--- config.mk ---
export PLATFORM = sky130hd
export DESIGN_NAME = rr_mux_feeder_4
export DESIGN_NICKNAME = d
export VERILOG_FILES = /design/src/rtl/rr_mux_pkg.sv /design/src/rtl/rr_pick_4.sv /design/src/rtl/rr_mux_feeder_4.sv
export SDC_FILE = /design/constraint.sdc
export NUM_CORES = 1
export LEC_CHECK = 0
export CAP_MARGIN = 10
export CORE_MARGIN = 2
export CORE_UTILIZATION = 52
export DETAILED_ROUTE_END_ITERATION = 6
export GPL_TIMING_DRIVEN = 0
export MAX_ROUTING_LAYER = met4
export PLACE_DENSITY = 0.9
export REMOVE_ABC_BUFFERS = 1
export SYNTH_ARGS = -nofsm -noshare
export SYNTH_HDL_FRONTEND = slang
export SYNTH_SLANG_ARGS = --single-unit
--- constraint.sdc ---
create_clock -name clk -period 3.12 [get_ports clk]
set_input_delay 0.312 -clock clk [delete_from_list [all_inputs] [get_ports clk]]
set_output_delay 0.312 -clock clk [all_outputs]
set_load 0.005 [all_outputs]
--- src/rtl/rr_mux_pkg.sv ---
// rtl/rr_mux_pkg.sv - shared widths and types for the round-robin mux feeder
package rr_mux_pkg;
  localparam int W     = 4;
  localparam int N     = 4;
  localparam int SEL_W = 2;

  typedef logic [W-1:0]     word_t;
  typedef logic [SEL_W-1:0] sel_t;
endpackage

--- src/rtl/rr_pick_4.sv ---
// rtl/rr_pick_4.sv - rotating priority search over four requests
module rr_pick_4
  import rr_mux_pkg::*;
(
  input  logic [N-1:0]     req,
  input  logic [SEL_W-1:0] last_grant,
  output logic [SEL_W-1:0] grant_idx,
  output logic             any_req
);

  // Search starts just after the previous winner; the 2-bit add wraps 3 -> 0.
  always_comb begin
    sel_t cand;
    logic found;
    cand      = '0;
    found     = 1'b0;
    grant_idx = last_grant;
    for (int k = 1; k <= N; k++) begin
      cand = last_grant + SEL_W'(k);
      if (!found && req[cand]) begin
        grant_idx = cand;
        found     = 1'b1;
      end
    end
  end

  assign any_req = |req;

endmodule

--- src/rtl/rr_mux_feeder_4.sv ---
// rtl/rr_mux_feeder_4.sv - four one-word channel buffers feeding a registered
// output slot by round-robin arbitration
module rr_mux_feeder_4
  import rr_mux_pkg::*;
(
  input  logic             clk,
  input  logic             rst,
  input  logic [N-1:0]     in_valid,
  input  logic [N*W-1:0]   in_data,
  output logic [N-1:0]     in_ready,
  output logic             out_valid,
  output logic [W-1:0]     out_data,
  output logic [SEL_W-1:0] out_sel,
  input  logic             out_ready
);

  logic [N-1:0] buf_full;
  word_t        buf_data [N];
  sel_t         last_grant;
  sel_t         grant_idx;
  logic         any_req;
  logic         slot_free;
  logic         take;

  // Ready depends on buffer state only, so a drained buffer refills one cycle later.
  assign in_ready  = ~buf_full;
  assign slot_free = ~out_valid | out_ready;
  assign take      = slot_free & any_req;

  rr_pick_4 u_pick (
    .req        (buf_full),
    .last_grant (last_grant),
    .grant_idx  (grant_idx),
    .any_req    (any_req)
  );

  always_ff @(posedge clk or posedge rst) begin
    if (rst) begin
      buf_full   <= '0;
      for (int i = 0; i < N; i++) buf_data[i] <= '0;
      out_valid  <= 1'b0;
      out_data   <= '0;
      out_sel    <= '0;
      last_grant <= SEL_W'(N - 1);
    end else begin
      for (int i = 0; i < N; i++) begin
        if (in_valid[i] && in_ready[i]) begin
          buf_full[i] <= 1'b1;
          buf_data[i] <= in_data[i*W +: W];
        end
      end
      // A granted buffer is full, so it never collides with a capture above.
      if (take) begin
        buf_full[grant_idx] <= 1'b0;
        out_data            <= buf_data[grant_idx];
        out_sel             <= grant_idx;
        out_valid           <= 1'b1;
        last_grant          <= grant_idx;
      end else if (slot_free) begin
        out_valid <= 1'b0;
      end
    end
  end

endmodule

==> Yosys cells after proc, flatten, opt, wreduce, memory -nomap -nowiden <==
Cells that the tools add are included.
{ "classes": {"add_sub_neg": 3, "magnitude_cmp": 7, "mux": 27, "bitwise": 7, "reduce_logical": 13} }
{ "op_table": {"columns": ["operator", "n"], "rows": [
  ["$lt A2 B3 Y1 const B", 5],
  ["$mux W1", 14],
  ["$mux W4", 3],
  ["$bmux W1 S2", 4],
  ["$bmux W4 S2", 1],
  ["$logic_and A1 B1 Y1", 8],
  ["$mux W2", 4],
  ["$not A4 Y4", 2],
  ["$add A2 B2 Y2 const B", 2],
  ["$and A4 B4 Y4", 1],
  ["$reduce_or A4 Y1", 1],
  ["$ge A3 B3 Y1 const B", 1],
  ["$logic_not A1 Y1", 3],
  ["$not A2 Y3", 1],
  ["$add A2 B1 Y2 const B", 1],
  ["$demux W1 S2", 1],
  ["$ge A2 B1 Y1 const B", 1],
  ["$reduce_bool A2 Y1", 1],
  ["$and A1 B1 Y1", 1],
  ["$not A1 Y1", 1],
  ["$or A1 B1 Y1", 1]
]} }
{ "word_totals": {"register_bits": 29, "wordCells": 66} }

==> Logic depth before layout (Yosys ltp) <==
{ "depth": {"word_depth": 20, "ltp_mapped": 6, "ltp_nobuf": 5} }

==> By module <==
Synthesis repeated with hierarchy kept, for this count alone.
{ "hier_totals": {"hier_cells": 92, "area_unflattened_um2": 1273.7} }
{ "modules_own_cells": {"columns": ["module", "instances", "cells_each", "area_each_um2"], "rows": [
  ["rr_mux_feeder_4", 1, 78, 1201.2],
  ["rr_pick_4", 1, 14, 72.6]
]} }

==> Worst setup path after synthesis <==
Ideal clock, no wire load.
{ "synth_timing": {"path_type": "reg2reg", "from": "reg last_grant[1]", "to": "reg out_data[3]", "setup_ns": 0.087, "arrival_ns": 1.756, "required_ns": 3.033, "path_slack_ns": 1.278, "stages_incl_launch_ff": 7, "path_buffers": 1, "synth_period_minus_slack_ns": 1.842, "path_cell_list": "dfstp_2 buf_2 mux2i_1 nor2_1 nor3_4 mux2_2 o211ai_1"} }
{ "synth_via": {"elab_chain_cells": 17, "word_cells_on_any_way": 28, "cone_classes": "add/sub (3); mux (18); bitwise (1); reduce/logical (6)"} }
{ "synth_lines": {"columns": ["item", "line", "rtl"], "rows": [
  ["start: declaration", "rr_mux_feeder_4.sv:19", "sel_t last_grant;"],
  ["start signal: assignment", "rr_mux_feeder_4.sv:44", "last_grant <= SEL_W'(N - 1);"],
  ["start signal: assignment", "rr_mux_feeder_4.sv:58", "last_grant <= grant_idx;"],
  ["$add A2 B1 Y2", "rr_pick_4.sv:19", "cand = last_grant + SEL_W'(k);"],
  ["$bmux W1 S2", "rr_pick_4.sv:20", "if (!found && req[cand]) begin"],
  ["$mux W1 (not written as such)", "rr_pick_4.sv:20", null],
  ["$mux W1", "rr_pick_4.sv:20", null],
  ["$logic_not A1 Y1", "rr_pick_4.sv:20", null],
  ["$logic_and A1 B1 Y1", "rr_pick_4.sv:20", null],
  ["$mux W1", "rr_pick_4.sv:20", null],
  ["$logic_not A1 Y1", "rr_pick_4.sv:20", null],
  ["$logic_and A1 B1 Y1", "rr_pick_4.sv:20", null],
  ["$mux W1", "rr_pick_4.sv:20", null],
  ["$logic_not A1 Y1", "rr_pick_4.sv:20", null],
  ["$logic_and A1 B1 Y1", "rr_pick_4.sv:20", null],
  ["$mux W2 (*)", "rr_pick_4.sv:20", null],
  ["$not A2 Y3 (not written as such) (*)", "rr_mux_feeder_4.sv:55", "out_data <= buf_data[grant_idx];"],
  ["$bmux W4 S2 (*)", "rr_mux_feeder_4.sv:55", null],
  ["$mux W4 (not written as such) (*) (2 in series)", "rr_mux_feeder_4.sv:55", null],
  ["end signal: assignment", "rr_mux_feeder_4.sv:55", null],
  ["end: declaration", "rr_mux_feeder_4.sv:12", "output logic [W-1:0] out_data,"]
]} }
Mark *: on every way between the ends. The rest lies on a longest branch, timed or not. The select of a mux whose other input is x is not followed.
A chain may end at the register's enable or synchronous reset.

==> Worst setup path in the final report <==
{ "layout_timing": {"from": "reg buf_full[3]", "to": "reg out_data[1]"} }
{ "layout_via": {"elab_chain_cells": 16, "word_cells_on_any_way": 27, "cone_classes": "mux (18); bitwise (2); reduce/logical (7)"} }
{ "layout_lines": {"columns": ["item", "line", "rtl"], "rows": [
  ["start: declaration", "rr_mux_feeder_4.sv:17", "logic [N-1:0] buf_full;"],
  ["start signal: assignment", "rr_mux_feeder_4.sv:39", "buf_full <= '0;"],
  ["start signal: indexed assignment", "rr_mux_feeder_4.sv:48", "buf_full[i] <= 1'b1;"],
  ["start signal: indexed assignment", "rr_mux_feeder_4.sv:54", "buf_full[grant_idx] <= 1'b0;"],
  ["$bmux W1 S2", "rr_pick_4.sv:20", null],
  ["$mux W1 (not written as such)", "rr_pick_4.sv:20", null],
  ["$mux W1", "rr_pick_4.sv:20", null],
  ["$logic_not A1 Y1", "rr_pick_4.sv:20", null],
  ["$logic_and A1 B1 Y1", "rr_pick_4.sv:20", null],
  ["$mux W1", "rr_pick_4.sv:20", null],
  ["$logic_not A1 Y1", "rr_pick_4.sv:20", null],
  ["$logic_and A1 B1 Y1", "rr_pick_4.sv:20", null],
  ["$mux W1", "rr_pick_4.sv:20", null],
  ["$logic_not A1 Y1", "rr_pick_4.sv:20", null],
  ["$logic_and A1 B1 Y1", "rr_pick_4.sv:20", null],
  ["$mux W2", "rr_pick_4.sv:20", null],
  ["$not A2 Y3 (not written as such)", "rr_mux_feeder_4.sv:55", null],
  ["$bmux W4 S2", "rr_mux_feeder_4.sv:55", null],
  ["$mux W4 (not written as such) (2 in series)", "rr_mux_feeder_4.sv:55", null]
]} }
Several ways; a longest one is shown, not always the timed one. The select of a mux whose other input is x is not followed.

==> flow_summary.json <==
{
  "timing.rr.end": "out_data[1]$_DFFE_PP0P_",
  "diodes": 0,
  "grt_pass1_wl_um": 4130,
  "timing.final.crit_share_pct": 68.9,
  "skew_ps": 7.32,
  "place_area_mm2": 0.00171,
  "drt_iter0_drc": 12,
  "yosys_warnings": 0,
  "endpoint": "out_data[1]$_DFFE_PP0P_",
  "clk_latency_ps": 340,
  "root_buffer": "clkbuf_4",
  "status": "finished, final reports clean",
  "dieWidth_um": 55.1,
  "cts_tree": "done",
  "finalMaxSlewViolations": 0,
  "fmax_mhz": 465,
  "cts_buffer_depth": 2,
  "syn_avg_cell_area_um2": 11.9,
  "vias_per_cell": 5.54,
  "m1WireLength_um": 1020,
  "syn2layout_area_growth_pct": 30.7,
  "postLayoutCoreUtil_pct": 71.8,
  "drive_gt1_share_pct": 20.4,
  "cts_setup_buffers": 0,
  "critPathTopFamily": "simple AND/OR/NAND/NOR gates",
  "cp.depth": 5,
  "ir_worst_vdd_mv": 0.653,
  "ant_nets": 0,
  "first_pass_iters": 4,
  "synth_cell_types": 31,
  "end_kind": "flip-flop",
  "grt_overflow": 0,
  "finalSetupViolations": 0,
  "clkSinkCount": 29,
  "synth_top_area_share_pct": 49.7,
  "pin_count": 34,
  "maxCapViolCount": 0,
  "route.detailed.drc": 0,
  "synth_most_common_cell": "dfrtp_1",
  "chipHeight_um": 55.1,
  "fin_area_mm2": 0.00178,
  "grt_antenna_before_repair": 0,
  "postCtsHoldBufs": 0,
  "setup-tns-final_ps": 0,
  "coreArea_mm2": 0.00248,
  "synth-edff-count": 0,
  "cellLeakagePower_nw": 0.751,
  "worstMarginPinSlew_ps": 1070,
  "crit_chain": "nor4_1, a21oi_1, nand2_1, nor3b_1, a211oi_1",
  "wl_met3_um": 213,
  "cts_made_buffers": 5,
  "slowest_stage": "a21oi_1",
  "hpwl_um": 2070,
  "hold_violations": 0,
  "synth_top_area_cell": "dfrtp_1",
  "routed_wl_um": 2660,
  "reg2reg_depth": 5,
  "ys_seq_elements": 29,
  "port_buffers": 33,
  "reg2reg_from": "buf_full[3]$_DFF_PP0_",
  "yosysSeqAreaShare_pct": 53.5,
  "slew_headroom_pct": 28.8,
  "rsz0062_at_grt": "false",
  "wire_per_inst_um": 14.6,
  "post-place-ws_ps": 773,
  "synthArstFlopShare_pct": 100,
  "rrSetupSlack_ps": 970,
  "dieArea_mm2": 0.00304,
  "hold_path.class": "reg2reg",
  "topRoutingLayerUsed": "met4",
  "start_kind": "flip-flop",
  "netlist_instances": 114,
  "cp_num_buf_inv": 0,
  "rows": 18,
  "htreeDepth": 2,
  "cts_resized": 0,
  "grt_max_degree": 30,
  "worstSetupStartpoint": "buf_full[3]$_DFF_PP0_",
  "place_congestion": 0.841,
  "fin_ws_ps": 971,
  "cp_max_fo": 11,
  "synth_ff_type": "dfrtp_1",
  "critical_path_class": "reg2reg",
  "grt_pass1_vias": 958,
  "num_vias": 1009,
  "met2_length_um": 1380,
  "synth_commonest_cells": "dfrtp_1 (27), mux2_2 (17), nand2_1 (9)",
  "placed_cells": 174,
  "clk_pin_slew_worst_paths_ps": 90,
  "crit_required_ps": 3330,
  "powerDensity_mw_per_mm2": 933,
  "start_util_pct": 54.9,
  "synth_area_leaders": "dfrtp_1 (50%), mux2_2 (14%), dfstp_2 (3.9%)",
  "groute.usage.overall_pct": 21.3,
  "final_nets": 174,
  "syn-cell-area_mm2": 0.00136,
  "cpPeakStageDelay_ps": 660,
  "layout.cells.non_filler": 182,
  "finalCriticalPeriod_ps": 2150,
  "critPathArrivalTime_ps": 2360
}
-- cell usage in the layout, fill, tap and decap left out --
master and instances:
dfstp_2 2, nand2_1 9, a31oi_1 2, nor4_1 1, nor4b_1 3, nor2_1 6
inv_2 1, dfrtp_1 27, nor3_1 1, o21a_1 2, clkbuf_4 5, nor3b_1 3
a21oi_2 1, a211oi_1 3, o22a_1 3, clkinv_2 1, o211ai_1 1, a21oi_1 1
mux2_2 17, and3_4 1, a21o_1 2, nor2b_1 3, o31ai_1 3, clkbuf_8 2
clkdlybuf4s50_1 33, mux2i_1 5, nand2b_1 4, inv_1 5, nor3_4 1, and2b_1 1
nand3_1 2, nand3b_1 1
-- worst min-delay path, stage by stage (launching register included) --
cell,delay (ps)
dfrtp_1,350
nand2_1,50
nand2_1,50
-- registers in the layout, indices dropped and copies added (netlist names) --
| register | count |
|---|---|
| out_data | 4 |
| last_grant | 2 |
| out_sel | 2 |
| out_valid | 1 |
| buf_data | 16 |
| buf_full | 4 |
-- worst min-delay path by stage --
stage / start / to / slack, ps / cells past startpoint
after floorplan: rst / buf_data[0]$_DFFE_PP0P_ / 390 / 1
after global placement: out_sel[1]$_DFFE_PP0P_ / out_sel[1]$_DFFE_PP0P_ / 460 / 2
after detailed placement: out_sel[1]$_DFFE_PP0P_ / out_sel[1]$_DFFE_PP0P_ / 470 / 2
after CTS: out_sel[1]$_DFFE_PP0P_ / out_sel[1]$_DFFE_PP0P_ / 490 / 2
after global routing: out_sel[1]$_DFFE_PP0P_ / out_sel[1]$_DFFE_PP0P_ / 520 / 2
final: out_sel[1]$_DFFE_PP0P_ / out_sel[1]$_DFFE_PP0P_ / 490 / 2
-- layout make-up --
type / count / area, um^2
tap: 30 / 37.5
inverter: 6 / 22.5
sequential: 29 / 728
clock inverter: 1 / 5.00
clock buffer: 7 / 65.1
fill: 191 / 699
multi-input combinational: 76 / 589
timing repair buffer: 33 / 330
-- report_power, final --
group / internal (mW) / total [mW] / switching, mW
sequential: 0.565 / 0.702 / 0.137
clock: 0.130 / 0.260 / 0.129
combinational: 0.407 / 0.696 / 0.290
-- cells by family after synthesis --
family,after synthesis,synth area share [%]
flip-flops,29,53.5
AND/OR/NAND/NOR,36,15.6
AO/OA/AOI/OAI,18,9.93
multiplexers,22,17.8
buffers and inverters,9,3.13
-- per-layer routing --
metal  vias up  track usage (%)
li1        485                -
met4         0             8.54
met5         -                -
met1       479             20.7
met2        39             36.7
met3         6             9.95
-- metrics by stage --
stage,total power [mW],hold slack (ps)
global route,1.78,525
detailed placement,1.42,472
floorplan,1.15,389
finish,1.66,485
CTS,1.68,492
global placement,1.37,464
Note: power is estimated with default switching activity, not from simulation.
